[src/rtl/motor_step_scheduler.sv]
// motor_step_scheduler
// Round-robin owner of the single 4-phase stepper on GPIO_1. Two requesters
// (A and B) post direction + step count; the winner's command is latched,
// the coils are sequenced one full step every STEP_DIV cycles, the last
// pattern is held for SETTLE_CYCLES, then the coils are released and the
// owner receives a one-cycle done pulse. The phase index survives between
// moves so the rotor position is never lost.

module motor_step_scheduler #(
    parameter int STEP_DIV      = 97_656,
    parameter int SETTLE_CYCLES = 50_000,
    parameter int STEP_W        = 16
) (
    input  logic              clk,
    input  logic              rst_n,
    input  logic              req_a,
    input  logic              dir_a,
    input  logic [STEP_W-1:0] steps_a,
    input  logic              req_b,
    input  logic              dir_b,
    input  logic [STEP_W-1:0] steps_b,
    input  logic              abort,
    output logic              gnt_a,
    output logic              gnt_b,
    output logic              done_a,
    output logic              done_b,
    output logic              aborted,
    output logic              busy,
    output logic [3:0]        GPIO_1
);

    // One shared down-counter serves both the step period and the settle
    // interval, so it is as wide as the larger of the two reload values.
    localparam int STEP_TW   = (STEP_DIV > 1) ? $clog2(STEP_DIV) : 1;
    localparam int SETTLE_TW = (SETTLE_CYCLES > 1) ? $clog2(SETTLE_CYCLES) : 1;
    localparam int TIMER_W   = (STEP_TW > SETTLE_TW) ? STEP_TW : SETTLE_TW;

    localparam logic [TIMER_W-1:0] STEP_RELOAD   = TIMER_W'(STEP_DIV - 1);
    localparam logic [TIMER_W-1:0] SETTLE_RELOAD = TIMER_W'(SETTLE_CYCLES - 1);

    typedef enum logic [2:0] {
        IDLE,
        GRANT,
        STEP,
        SETTLE,
        DONE
    } state_t;

    state_t              state_q,    state_d;
    logic [1:0]          phaseIdx_q, phaseIdx_d;
    logic [3:0]          gpio_q,     gpio_d;
    logic [TIMER_W-1:0]  timer_q,    timer_d;
    logic [STEP_W-1:0]   remain_q,   remain_d;
    logic                dir_q,      dir_d;
    logic                owner_q,    owner_d;
    logic                ptr_q,      ptr_d;
    logic                gntA_q,     gntA_d;
    logic                gntB_q,     gntB_d;
    logic                doneA_q,    doneA_d;
    logic                doneB_q,    doneB_d;
    logic                aborted_q,  aborted_d;

    logic                finish;
    logic                finishAbort;
    logic                grantA;
    logic                grantB;

    // Forward walks the table upward, reverse walks it downward; the 2-bit
    // index wraps naturally in both directions.
    function automatic logic [1:0] nextPhase(input logic [1:0] idx, input logic fwd);
        nextPhase = fwd ? (idx + 2'd1) : (idx - 2'd1);
    endfunction

    // Coil pattern for a phase index: 0001, 0010, 0100, 1000.
    function automatic logic [3:0] phasePattern(input logic [1:0] idx);
        phasePattern = 4'b0001 << idx;
    endfunction

    // Arbitration: a lone requester always wins; on a tie the pointer decides
    // (ptr_q = 0 prefers A, 1 prefers B).
    always_comb begin
        grantA = 1'b0;
        grantB = 1'b0;
        if (req_a && (!req_b || !ptr_q)) begin
            grantA = 1'b1;
        end else if (req_b) begin
            grantB = 1'b1;
        end
    end

    // Next-state and output decode; every exit to DONE funnels through
    // finish so the done/aborted pulse and coil release are set in one place.
    always_comb begin
        state_d     = state_q;
        phaseIdx_d  = phaseIdx_q;
        gpio_d      = gpio_q;
        timer_d     = timer_q;
        remain_d    = remain_q;
        dir_d       = dir_q;
        owner_d     = owner_q;
        ptr_d       = ptr_q;
        gntA_d      = gntA_q;
        gntB_d      = gntB_q;
        doneA_d     = 1'b0;
        doneB_d     = 1'b0;
        aborted_d   = 1'b0;
        finish      = 1'b0;
        finishAbort = 1'b0;

        unique case (state_q)
            IDLE: begin
                gpio_d = 4'b0000;
                if (grantA) begin
                    owner_d  = 1'b0;
                    gntA_d   = 1'b1;
                    dir_d    = dir_a;
                    remain_d = steps_a;
                    state_d  = GRANT;
                end else if (grantB) begin
                    owner_d  = 1'b1;
                    gntB_d   = 1'b1;
                    dir_d    = dir_b;
                    remain_d = steps_b;
                    state_d  = GRANT;
                end
            end

            GRANT: begin
                if (abort) begin
                    finish      = 1'b1;
                    finishAbort = 1'b1;
                end else if (remain_q == '0) begin
                    finish = 1'b1;
                end else begin
                    phaseIdx_d = nextPhase(phaseIdx_q, dir_q);
                    gpio_d     = phasePattern(nextPhase(phaseIdx_q, dir_q));
                    timer_d    = STEP_RELOAD;
                    state_d    = STEP;
                end
            end

            STEP: begin
                if (abort) begin
                    finish      = 1'b1;
                    finishAbort = 1'b1;
                end else if (timer_q == '0) begin
                    if (remain_q > STEP_W'(1)) begin
                        remain_d   = remain_q - STEP_W'(1);
                        phaseIdx_d = nextPhase(phaseIdx_q, dir_q);
                        gpio_d     = phasePattern(nextPhase(phaseIdx_q, dir_q));
                        timer_d    = STEP_RELOAD;
                    end else begin
                        remain_d = '0;
                        timer_d  = SETTLE_RELOAD;
                        state_d  = SETTLE;
                    end
                end else begin
                    timer_d = timer_q - TIMER_W'(1);
                end
            end

            SETTLE: begin
                if (abort) begin
                    finish      = 1'b1;
                    finishAbort = 1'b1;
                end else if (timer_q == '0) begin
                    finish = 1'b1;
                end else begin
                    timer_d = timer_q - TIMER_W'(1);
                end
            end

            DONE: begin
                gpio_d  = 4'b0000;
                gntA_d  = 1'b0;
                gntB_d  = 1'b0;
                ptr_d   = ~owner_q;
                state_d = IDLE;
            end

            default: begin
                gpio_d  = 4'b0000;
                gntA_d  = 1'b0;
                gntB_d  = 1'b0;
                state_d = IDLE;
            end
        endcase

        if (finish) begin
            state_d   = DONE;
            gpio_d    = 4'b0000;
            doneA_d   = ~owner_q;
            doneB_d   = owner_q;
            aborted_d = finishAbort;
        end
    end

    // State and output registers; reset releases the coils at once and
    // returns the phase index and round-robin pointer to their home values.
    always_ff @(posedge clk) begin
        if (!rst_n) begin
            state_q    <= IDLE;
            phaseIdx_q <= 2'd0;
            gpio_q     <= 4'b0000;
            timer_q    <= '0;
            remain_q   <= '0;
            dir_q      <= 1'b0;
            owner_q    <= 1'b0;
            ptr_q      <= 1'b0;
            gntA_q     <= 1'b0;
            gntB_q     <= 1'b0;
            doneA_q    <= 1'b0;
            doneB_q    <= 1'b0;
            aborted_q  <= 1'b0;
        end else begin
            state_q    <= state_d;
            phaseIdx_q <= phaseIdx_d;
            gpio_q     <= gpio_d;
            timer_q    <= timer_d;
            remain_q   <= remain_d;
            dir_q      <= dir_d;
            owner_q    <= owner_d;
            ptr_q      <= ptr_d;
            gntA_q     <= gntA_d;
            gntB_q     <= gntB_d;
            doneA_q    <= doneA_d;
            doneB_q    <= doneB_d;
            aborted_q  <= aborted_d;
        end
    end

    assign gnt_a   = gntA_q;
    assign gnt_b   = gntB_q;
    assign done_a  = doneA_q;
    assign done_b  = doneB_q;
    assign aborted = aborted_q;
    assign busy    = (state_q != IDLE);
    assign GPIO_1  = gpio_q;

    // Structural invariants: exclusive ownership, exclusive completion, and a
    // coil drive that is never more than one-hot.
    gntMutex:  assert property (@(posedge clk) disable iff (!rst_n) !(gnt_a && gnt_b));
    doneMutex: assert property (@(posedge clk) disable iff (!rst_n) !(done_a && done_b));
    coilSafe:  assert property (@(posedge clk) disable iff (!rst_n) $onehot0(GPIO_1));

endmodule

[config.mk]
export PLATFORM = sky130hd
export DESIGN_NAME = motor_step_scheduler
export DESIGN_NICKNAME = d
export VERILOG_FILES = /design/src/rtl/motor_step_scheduler.sv
export SDC_FILE = /design/constraint.sdc
export NUM_CORES = 1
export LEC_CHECK = 0
export BUFFER_PORTS_ARGS = -buffer_cell sky130_fd_sc_hd__buf_2
export CAP_MARGIN = 25
export CORE_MARGIN = 2
export CORE_UTILIZATION = 58
export DETAILED_ROUTE_END_ITERATION = 16
export PLACE_DENSITY = 0.83
export SLEW_MARGIN = 20
export SYNTH_ARGS = -nofsm -noshare
export SYNTH_HDL_FRONTEND = slang
export SYNTH_SLANG_ARGS = --single-unit
[constraint.sdc]
create_clock -name clk -period 2.95 [get_ports clk]
set_input_delay 0.59 -clock clk [delete_from_list [all_inputs] [get_ports clk]]
set_output_delay 0.59 -clock clk [all_outputs]
set_load 0.01 [all_outputs]
# == Yosys cells after proc, flatten, opt, wreduce, memory -nomap -nowiden ==
# Cells that the tools add are included.
# word_totals
ff_bits,50
input_bits,39
output_inout_bits,10
# op_classes
add_sub_neg,4
n_lt_le_gt_ge,1
n_eq_ne,23
shifts,1
mux,53
n_bitwise,4
reduce_logical,25
# ops
operator,n
two-way mux 17 bit,7
two-way mux 16 bit,5
case mux 17 bit (3 select lines),1
case mux 16 bit (2 select lines),1
two-way mux 3 bit,8
"inequality test 2 bit, second input constant",12
two-way mux 4 bit,5
"inequality test 3 bit, second input constant",6
AND reduction 6 bit,3
zero test 17 bit,1
"subtractor 17 x 1 -> 17 bit, second input constant",1
"greater-than comparator 16 x 1 -> 1 bit, second input constant",1
zero test 16 bit,1
"subtractor 16 x 1 -> 16 bit, second input constant",1
two-way mux 1 bit,14
AND reduction 7 bit,2
two-way mux 2 bit,6
case mux 3 bit (4 select lines),1
case mux 4 bit (3 select lines),1
"== test 3 x 2 -> 1 bit, second input constant",2
AND reduction 2 bit,3
AND reduction 3 bit,2
nonzero test 2 bit,3
nonzero test 3 bit,2
other kinds (17),22

# == Depth between registers and ports, before layout ==
# depth
ltp_word,8
depth_mapped,9
ltp_nobuf,7

# == Least setup slack after synthesis ==
# OpenSTA, ideal clock, no wires.
# synth_path
path_kind,reg-to-reg
startpoint,register remain_q[9]
endpoint,register timer_q[11]
setup_ns,0.119
arrival_time_ns,2.039
t_required_ns,2.831
path_slack_ns,0.792
stages_incl_launch_ff,7
path_buffers,1
path_cell_list,dfxtp_1 > or4_1 > buf_2 > or4_4 > o211ai_4 > a31oi_1 > o221a_1
# synth_via
elab_chain_cells,5
# synth_rtl
element,line_no,rtl
"start, declared",53,"logic [STEP_W-1:0] remain_q, remain_d;"
"start signal, assigned",220,remain_q <= remain_d;
greater-than comparator 16 x 1 -> 1 bit,147,if (remain_q > STEP_W'(1)) begin
two-way mux 17 bit,147,
two-way mux 17 bit,146,end else if (timer_q == '0) begin
two-way mux 17 bit,143,if (abort) begin
case mux 17 bit (3 select lines),110,unique case (state_q)
"end signal, assigned",219,timer_q <= timer_d;
"end, declared",52,"logic [TIMER_W-1:0] timer_q, timer_d;"
# Parallel ways exist; a longest one is shown, timed or not. The select of a mux whose other input is x is not followed.
# A chain may end at the register's enable or synchronous reset.

# == Final worst setup path ==
# layout_path
startpoint,register timer_q[0]
endpoint,"register gpio_q[0], in the netlist GPIO_1[0]"
# layout_via
elab_chain_cells,5
# layout_rtl
element,line_no,rtl
zero test 17 bit (*),"146, 166",
two-way mux 1 bit,166,end else if (timer_q == '0) begin
two-way mux 1 bit,163,if (abort) begin
case mux 1 bit (3 select lines),110,
OR reduction 2 bit (no line),--,
"end signal, assigned",218,gpio_q <= gpio_d;
"end, declared",51,"logic [3:0] gpio_q, gpio_d;"
# Mark *: on every way between the ends. The rest lies on a longest branch, timed or not.

==> results.py <==
metrics = {
    "run_status": {
        "status": "finished clean",
    },
    "global_routing": {
        "antenna_found_initial": 0,
        "grt-ovfl-total": 0,
        "grt_max_degree": 26,
        "grtUsageTotal_pct": 32.24,
        "grt_pass1_wl_um": 16250,
        "grt_pass1_vias": 3384,
    },
    "route": {
        "drt-initial-drc-count": 602,
        "via_per_inst": 6.755,
        "wl_per_cell_um": 17.85,
        "remaining_drc_errors": 0,
        "routed_wl_um": 9816,
        "route.vias.total": 3715,
        "dr.pass1.iters": 9,
        "route.antenna.remaining_nets": 0,
    },
    "cells_and_area": {
        "design_area_mm2": 0.003760,
        "regArea_mm2": 0.001001,
        "n_antenna_cell": 0,
        "drive_above_1_share_pct": 19.25,
        "area_growth_pct": 14.17,
        "nets": 525,
        "multi_input_area_mm2": 0.002123,
        "final_cell_mix": "65 x nand2_1, 50 x dfxtp_1, 48 x buf_2",
        "final_common_cell": "nand2_1",
        "fill_cells": 457,
    },
    "worst_setup_path": {
        "worstPathArrival_ns": 2.85,
        "startpoint_type": "flop",
        "critical_path_class": "flop to flop",
        "endpoint_kind": "flop",
        "cp_data_required_time_ns": 3.19,
        "cp_slowest_stage_delay_ns": 0.73,
        "slowest_stage": "a221oi_1",
        "crit_fanout": 12,
        "path_cells": "inv_1, ha_1, nor4b_1, and4_1, a221oi_1, buf_4, nand4b_1, mux2i_1",
    },
    "cts": {
        "clock_sinks": 50,
        "numCtsBuffers": 5,
        "clk_latency_ns": 0.31,
        "cts_setup_buffers": 0,
        "htreeDepth": 2,
        "cts_tree": "built",
        "cts.path.max_buffers": 2,
        "cts_root_buf": "clkbuf_8",
        "clkTransAtPathRegs_ns": 0.10,
    },
    "die": {
        "initial_core_util_pct": 59.80,
        "io_pins": 49,
        "die_x_um": 79.35,
        "core-area_mm2": 0.005507,
        "die_height_um": 79.35,
        "std_cell_rows": 27,
        "die-area_mm2": 0.006296,
    },
    "placed_design": {
        "placed_area_mm2": 0.003659,
        "place_hpwl_um": 6966,
        "dp_slack_ns": 0.2725,
        "portBuffers": 48,
        "place_congestion": 0.8995,
    },
    "power_and_ir_drop": {
        "vdd_drop_max_mv": 0.4976,
        "p_per_area_mw_per_mm2": 1092,
        "cellLeakagePower_nw": 1.532,
    },
    "logic_synthesis": {
        "synth-async-reset-ratio_pct": 0,
        "synth_nets": 478,
        "synth-main-ff-cell": "dfxtp_1",
        "synth_edf_count": 0,
        "synth_cell_types": 60,
        "synthCells": 430,
        "ys_seq_area_share_pct": 30.40,
        "yosys_warnings": 0,
        "synth_area_mm2": 0.003293,
        "ys_ff_latch": 50,
        "synth_area_per_cell_um2": 7.659,
    },
    "flow_run": {
        "maxCapViolCount": 0,
    },
    "sta": {
        "clock_skew_ns": 0.005920,
        "max_freq_ghz": 0.3829,
        "period_needed_ns": 2.611,
        "setup_viol": 0,
        "worst_pin_slew_ns": 0.7547,
        "slew_viol_final": 0,
        "relSlewSlack_pct": 49.69,
        "tns_ns": 0,
        "fin_crit_sh_pct": 88.52,
        "hold_viol": 0,
        "worst_slack_ns": 0.3386,
        "rsz0062_at_grt": "false",
    },
    "min_path": {
        "holdCritPathClass": "flop to flop",
    },
}
==> Yosys cell counts, types with 3 or more instances <==
library cell	number	area share, %
o22ai_1	9	1.7
nand4b_1	4	1.1
or4_1	4	0.91
buf_2	4	0.61
o21ai_0	11	1.7
o32ai_1	5	1.3
nand3_1	10	1.5
nor2_1	33	3.8
nand4_1	4	0.76
dfxtp_1	50	30
inv_1	17	1.9
clkbuf_1	20	2.3
nand2b_1	5	0.95
o221a_1	5	1.7
nor3_1	16	2.4
o211a_1	3	0.91
a311oi_1	8	2.1
a221oi_1	5	1.3
and3_1	4	0.76
a211oi_1	13	3.0
nand2_1	65	7.4
nor4_1	10	1.9
a21oi_1	34	5.2
o21a_1	4	0.91
ha_1	9	3.4
a41oi_1	3	0.80
a31oi_1	18	3.4
mux2i_1	10	3.0
==> where the power goes <==
group          total [W]  internal, W  leakage (nW)  switching (W)
logic            0.00254     0.000970          1.08        0.00157
registers        0.00113     0.000872         0.409       0.000261
clock network   0.000434     0.000189        0.0472       0.000244
==> through the flow <==
stage	hold WS, ns	util, %	total power (W)	cells
after floorplan	0.4417	-	0.002896	430
after global placement	0.4472	66.44	0.003511	542
after detailed placement	0.4599	66.44	0.003571	542
after CTS	0.4793	68.17	0.004016	550
after global routing	0.5026	68.28	0.004402	550
final	0.4799	68.28	0.004108	550
==> path summary, 6_finish.rpt <==
| check | start | end | slack, ns | cells after the start |
|---|---|---|---|---|
| worst min-delay path | gnt_a | gnt_a | 0.48 | 2 |
| worst max-delay path | timer_q[0] | GPIO_1[0] | 0.34 | 8 |
| worst max register to register | timer_q[0] | GPIO_1[0] | 0.34 | 8 |
| worst min register to register | gnt_a | gnt_a | 0.48 | 2 |
==> cells by family (layout without fill, tap and decap cells) <==
logic type | Yosys count | in the layout | synth area share [%]
flops | 50 | 50 | 30.40
simple gates | 175 | 175 | 26.94
mux | 10 | 10 | 3.040
compound gates | 139 | 139 | 30.36
fa+ha+maj | 9 | 9 | 3.420
buf+inv | 45 | 93 | 5.319
xor+xnor | 2 | 2 | 0.5320
==> registers in the layout, summed over array words and instances (netlist names) <==
register and count:
timer_q 17, remain_q 16, GPIO_1 4, state_q 3, phaseIdx_q 2, aborted 1, dir_q 1, done_a 1
done_b 1, gnt_a 1, gnt_b 1, owner_q 1, ptr_q 1
==> worst max-delay path, delay by kind of cell, from the launching register on <==
family / cells / cell delay (ns)
buffers and inverters: 2 / 0.37
AND/OR/NAND/NOR: 3 / 0.63
AO/OA/AOI/OAI: 1 / 0.73
adder cells (fa/ha/maj): 1 / 0.20
multiplexers: 1 / 0.17
flip-flops: 1 / 0.44
==> repair_timing <==
action	in CTS	in global routing
gates resized for setup	0	1
setup endpoints to repair	0	4
hold buffers	0	0
==> layer usage <==
metal	up-vias	share of wire (%)	GRT usage, %
met5	-	0	0
met3	37	9.8	5.227
li1	1723	-	-
met1	1702	43	45.11
met2	253	45	51.36
met4	0	2.2	9.138
==> area by class of cell <==
cell class / instances / area share [%]
inverters: 18 / 1.797
well taps: 72 / 2.396
clock inverters: 2 / 0.3328
multi-input cells: 335 / 56.47
flip-flops and latches: 50 / 26.62
repair buffers: 67 / 10.18
clock buffers: 6 / 2.196
Note: power is estimated with default switching activity, not from simulation.
